File: src/rtl/neuron_mac.sv
// Single-neuron MAC: signed multiply, saturating accumulate over numInputs pairs, saturating bias add.
// Latency 3 cycles from the last accepted pair to sum_valid; no backpressure, one pair accepted per cycle.
module neuron_mac #(
   parameter int dataWidth = 16,
   parameter int numInputs = 4
) (
   input  logic                     clk,
   input  logic                     rst,
   input  logic [dataWidth-1:0]     x_in,
   input  logic [dataWidth-1:0]     w_in,
   input  logic                     x_valid,
   input  logic [2*dataWidth-1:0]   bias,
   output logic [2*dataWidth-1:0]   sum,
   output logic                     sum_valid
);
   localparam int PW = 2 * dataWidth;
   localparam int CW = $clog2(numInputs) + 1;
   localparam logic [CW-1:0] LAST = CW'(numInputs - 1);
   localparam logic [PW-1:0] MAX_POS = {1'b0, {(PW-1){1'b1}}};
   localparam logic [PW-1:0] MAX_NEG = {1'b1, {(PW-1){1'b0}}};

   // Clamp only when both operands share a sign and the wrapped result flips it.
   function automatic logic [PW-1:0] satadd(input logic [PW-1:0] a, input logic [PW-1:0] b);
      logic [PW-1:0] s;
      s = a + b;
      if ((a[PW-1] == b[PW-1]) && (s[PW-1] != a[PW-1]))
         s = a[PW-1] ? MAX_NEG : MAX_POS;
      return s;
   endfunction

   logic signed [PW-1:0] w_prod;
   logic [PW-1:0]        w_acc_nxt;
   logic                 w_last;

   logic [PW-1:0]        r_mul;
   logic                 r_mul_v;
   logic [PW-1:0]        r_acc;
   logic [CW-1:0]        r_cnt;
   logic [PW-1:0]        r_fin;
   logic                 r_fin_v;
   logic [PW-1:0]        r_sum;
   logic                 r_sum_valid;

   assign w_prod    = PW'($signed(x_in)) * PW'($signed(w_in));
   assign w_acc_nxt = satadd(r_acc, r_mul);
   assign w_last    = (r_cnt == LAST);

   always_ff @(posedge clk or posedge rst) begin
      if (rst) begin
         r_mul   <= '0;
         r_mul_v <= 1'b0;
      end else begin
         r_mul_v <= x_valid;
         if (x_valid)
            r_mul <= w_prod;
      end
   end

   // The last product goes straight to r_fin so the next vector starts from zero with no bubble.
   always_ff @(posedge clk or posedge rst) begin
      if (rst) begin
         r_acc   <= '0;
         r_cnt   <= '0;
         r_fin   <= '0;
         r_fin_v <= 1'b0;
      end else if (r_mul_v) begin
         if (w_last) begin
            r_fin   <= w_acc_nxt;
            r_fin_v <= 1'b1;
            r_acc   <= '0;
            r_cnt   <= '0;
         end else begin
            r_acc   <= w_acc_nxt;
            r_cnt   <= r_cnt + 1'b1;
            r_fin_v <= 1'b0;
         end
      end else begin
         r_fin_v <= 1'b0;
      end
   end

   always_ff @(posedge clk or posedge rst) begin
      if (rst) begin
         r_sum       <= '0;
         r_sum_valid <= 1'b0;
      end else begin
         r_sum_valid <= r_fin_v;
         if (r_fin_v)
            r_sum <= satadd(r_fin, bias);
      end
   end

   assign sum       = r_sum;
   assign sum_valid = r_sum_valid;

endmodule

File: config.mk
export PLATFORM = sky130hd
export DESIGN_NAME = neuron_mac
export DESIGN_NICKNAME = d
export VERILOG_FILES = /design/src/rtl/neuron_mac.sv
export SDC_FILE = /design/constraint.sdc
export NUM_CORES = 1
export LEC_CHECK = 0
export ABC_AREA = 1
export CORE_ASPECT_RATIO = 0.8
export CORE_MARGIN = 1.5
export CORE_UTILIZATION = 46
export CTS_BUF_LIST = sky130_fd_sc_hd__clkbuf_8
export CTS_CLUSTER_DIAMETER = 200
export DETAILED_ROUTE_END_ITERATION = 10
export GPL_ROUTABILITY_DRIVEN = 0
export REMOVE_ABC_BUFFERS = 1
export SYNTH_ARGS = -nofsm -noshare
export SYNTH_HDL_FRONTEND = slang
export SYNTH_SLANG_ARGS = --single-unit
export TNS_END_PERCENT = 20
File: constraint.sdc
create_clock -name clk -period 10.2 [get_ports clk]
set_input_delay 1.53 -clock clk [delete_from_list [all_inputs] [get_ports clk]]
set_output_delay 1.53 -clock clk [all_outputs]
set_load 0.1 [all_outputs]
==> results <==
- In the final layout, the share of cells above drive strength 1 is 0.0351.
- The residual DRC count is 0.
- Ranked by total cell area, the synthesized netlist is headed by sky130_fd_sc_hd__fa_1 26%, sky130_fd_sc_hd__nand2_1 17%, sky130_fd_sc_hd__dfrtp_1 16%.
- The TritonCTS clock tree is yes.
- The max-slew violation count is 0.
- The post-route minimum period is 7660 ps.
- The number of clock sinks is 134.
- The number of antenna violations at the first check in global routing is 0.
- The slowest stage of the critical path is the sky130_fd_sc_hd__clkdlybuf4s50_1 cell.
- In this run the critical register-to-register path is captured at r_acc[11]$_DFFE_PP0P_.
- The repair_antennas step left the layout with diodes totalling 0.
- The maximum number of pins on one net before global-route repair is a little over 80.
- The worst hold path startpoint is r_cnt[1]$_DFFE_PP0P_.
- In the final layout, the multi-input gates occupy 0.0144 sq mm.
- The wire length of the first global-routing pass is around 94 mm.
- The die boundary width is 240 microns.
- The residual antenna-violating net count after detailed routing is 0.
- The detailed router's first-iteration violation count is 1592.
- For this run, asynchronously set or reset flops after synthesis account for 1.00.
- After synthesis, the largest family of logic cells by area is adder cells.
- The post-synthesis adder-cell area fraction is 0.345.
- After clock tree synthesis, the flow added hold-fix buffers numbering 0.
- The share of synthesized area in the top cell type comes to 0.257.
- Synthesis produced a netlist whose cell count is approximately 3000.
- Clock-pin slew was measured on the worst setup and hold paths at around 80 ps.
- Data on the critical path is required at its endpoint by approximately 11000 ps.
- The floorplan step defined a core boundary enclosing about 0.044 sq mm.
- Once the clock tree was built, the setup fixing pass inserted 0 buffers.
- The post-synthesis mux area share is 0.
- In the synthesized netlist the dominant register cell turns out to be sky130_fd_sc_hd__dfrtp_1.
- The detailed-route via count is between 15000 and 20000.
- The final wirelength is 55.8 mm.
- The effective utilization at floorplan is 0.466.
- From bottom edge to top edge, the die measures slightly below 200 microns.
- TritonCTS created 17 clock buffers.
- The launching point of the worst reg2reg path is r_mul[10]$_DFFE_PP0P_.
- The CTS H-tree depth is 4.
- Yosys printed 0 warnings.
- The biggest area contributor in the post-synthesis netlist is sky130_fd_sc_hd__fa_1.
- The register area is 0.00335 sq mm.
- The post-synthesis simple-gate area fraction is 0.273.
- Global routing finished with a remaining overflow of 0.
- The commonest cells after synthesis are 957 x sky130_fd_sc_hd__nand2_1, 662 x sky130_fd_sc_hd__inv_1, 265 x sky130_fd_sc_hd__fa_1.
- The headroom to the max-slew limit is 0.330.
- Measured in cells, the most critical reg-to-reg path has a length of 18.
- Of the total synthesized cell area, the portion taken by XOR and XNOR cells is 0.0170.
- Setup repair after global routing left no endpoint under its margin.
- The kind of end point of the critical path is a flop.
- The all-layer global routing usage is 0.259.
- The setup check on the worst reg-to-reg path leaves a slack of 5280 ps.
- For the pin with the worst max-slew slack, the measured transition is ~1000 ps.
- The setup violation total in the final timing report is 0.
- In this run the clock root is driven by a sky130_fd_sc_hd__clkbuf_8.
- The mean cell area of the mapped netlist is 7.03 sq um.
- The final-stage net count is approximately 3500.
- The placement row count is 69.
- The flow ran to the end, and the final reports show no timing, DRC or antenna violations.
- The number of iterations in the first detailed-routing pass is 7.
- At the later pin of the worst-skew pair, clock insertion delay measures 480 ps.
- For the final database, setup skew stands at 16.4 ps.
- The final setup TNS is 0 ps.
- Detailed placement ended at an HPWL of around 47 mm.
- Yosys instantiated no cell more often than sky130_fd_sc_hd__nand2_1.
- Timing would allow up to 130 MHz.
- After detailed routing, the number of vias per cell comes to 5.11.
- The type of the worst min-delay path is flop to flop.
- The final hold violation count is 0.
- The number of buffers on the longest clock path is 2.
- Across the run, the number of max-cap violations was 0.
- The largest single stage delay on the critical path is about 950 ps.
- STA puts the critical path data arrival time at ~8000 ps.
- The critical path goes through clkdlybuf4s50_1 -> nand2_1 -> inv_1 -> fa_1 -> fa_1 -> fa_1 -> fa_1 -> fa_1 -> inv_1 -> fa_1 -> inv_1 -> ha_1 -> nand2_1 -> inv_1 -> nand2_1 -> nor2_1 -> nand4_1 -> nand3_1 -> nand2_1 -> a31oi_1.
- Post-CTS repair changed the size of 0 cells.
- The synthesized-area fraction occupied by ao, oa, aoi and oai cells was 0.0619.
- The signed area change from the synthesized netlist to the final layout is 9.20%.
- Leaving out filler cells and counting taps, the final layout contains roughly 3600.
- The flip-flop and latch count after synthesis is 134.
- In this run the cell area of the synthesized design comes to slightly above 0.02 sq mm.
- The via count of the first global-routing pass was 18500.
- The count of buffers from port buffering is approximately 100.
- The number of enable flip-flop cells after synthesis is 0.
- The synthesized netlist contains 43 unique library cells.
- The worst min-delay path endpoint is r_cnt[1]$_DFFE_PP0P_.
- The worst hold path passes through 2 cells.
- The worst setup path is launched from a primary input.
- The final-layout fill cell count is around 4500.
- The cell that appears most often on the critical path is sky130_fd_sc_hd__fa_1.
- The area of the die is 0.0462 sq mm.
- The largest fanout on the critical path is 16.
- The class of the most critical setup path is primary input to flop.
- Of the synthesized area, sequential elements account for 0.162.
- The final cycle utilization of the critical path is 0.751.
- The I/O pin count is 100.
- Dividing the detail-routed wire length by the instance count gives 15.5 microns.
- The number of placed cells counting well taps is around 3600.
kinds of logic after synthesis:
| logic type | count (synthesis) |
|---|---|
| simple gates | 1377 |
| buf+inv | 762 |
| fa+ha+maj | 410 |
| compound gates | 218 |
| flops | 134 |
| xor+xnor | 40 |
through the flow:
stage / cell area (sq um) / hold WS [ps] / setup WS, ps / utilization
2_1_floorplan: 20300 / 446 / 3780 / -
3_3_place_gp: 22100 / 459 / 2330 / 0.498
3_5_place_dp: 22100 / 478 / 2330 / 0.498
4_1_cts: 22600 / 495 / 2780 / 0.509
5_1_grt: 22600 / 515 / 2180 / 0.509
6_report: 22600 / 496 / 2540 / 0.509
final cells by class:
cell class | instances | area share
clock buffers | 17 | 0.0104
clock inverters | 15 | 0.0111
inverters | 670 | 0.112
multi-input cells | 2045 | 0.638
flip-flops and latches | 134 | 0.149
well taps | 603 | 0.0334
repair buffers | 108 | 0.0469
routing by layer:
metal / vias up / track usage / wire, microns
met4: 2 / 0.0339 / 400
met5: - / 0.0108 / 63
met2: 650 / 0.386 / 23200
li1: 8850 / - / -
met3: 38 / 0.0609 / 5340
met1: 8810 / 0.388 / 26900
sequential cells by signal (all words and copies together) (netlist names):
signal,cells
r_acc,32
r_fin,32
r_mul,32
sum,32
r_cnt,3
r_fin_v,1
r_mul_v,1
sum_valid,1
critical path, delay by kind of cell:
family / cells / cell delay [ps]
simple gates: 7 / 1320
compound gates: 1 / 140
buf+inv: 5 / 1230
fa+ha+maj: 7 / 3820
cells in the final DEF, fill, tap and decap left out, types with 2 or more instances in the layout:
cell	synthesis	final
sky130_fd_sc_hd__inv_6	0	3
sky130_fd_sc_hd__nand3b_1	4	4
sky130_fd_sc_hd__ha_1	145	145
sky130_fd_sc_hd__xor2_1	28	28
sky130_fd_sc_hd__nor2_2	3	3
sky130_fd_sc_hd__nor2_1	148	148
sky130_fd_sc_hd__o21ai_0	80	80
sky130_fd_sc_hd__xnor2_1	12	12
sky130_fd_sc_hd__a21o_1	2	2
sky130_fd_sc_hd__dfrtp_1	134	134
sky130_fd_sc_hd__inv_1	662	662
sky130_fd_sc_hd__or2_2	9	9
sky130_fd_sc_hd__clkinv_4	0	3
sky130_fd_sc_hd__a31oi_1	3	3
sky130_fd_sc_hd__inv_2	6	6
sky130_fd_sc_hd__o21ai_1	3	3
sky130_fd_sc_hd__nand2_4	2	2
sky130_fd_sc_hd__and2_1	11	11
sky130_fd_sc_hd__clkbuf_8	0	17
sky130_fd_sc_hd__nor2_4	3	3
sky130_fd_sc_hd__bufinv_16	0	6
sky130_fd_sc_hd__nor3_1	27	27
sky130_fd_sc_hd__a21oi_2	31	31
sky130_fd_sc_hd__o21bai_1	11	11
sky130_fd_sc_hd__a21oi_1	82	82
sky130_fd_sc_hd__clkdlybuf4s50_1	0	99
sky130_fd_sc_hd__buf_4	1	9
sky130_fd_sc_hd__nand2_1	957	957
sky130_fd_sc_hd__nand3_1	174	174
sky130_fd_sc_hd__fa_1	265	265
sky130_fd_sc_hd__nand4_1	29	29
sky130_fd_sc_hd__clkinv_1	2	2
sky130_fd_sc_hd__nand2_2	5	5
how the worst max path moves through the flow:
stage	depth (start not counted)	start	slack [ps]	end
finish	20	w_in[2]	2540	r_mul[23]$_DFFE_PP0P_
global route	20	w_in[1]	2180	r_mul[23]$_DFFE_PP0P_
CTS	20	w_in[1]	2780	r_mul[23]$_DFFE_PP0P_
detailed placement	20	w_in[1]	2330	r_mul[23]$_DFFE_PP0P_
global placement	20	w_in[1]	2330	r_mul[23]$_DFFE_PP0P_
floorplan	18	w_in[1]	3780	r_mul[26]$_DFFE_PP0P_
Power is not shown: default switching activity piles up to over one toggle a cycle in this logic, so the estimate is an artifact.
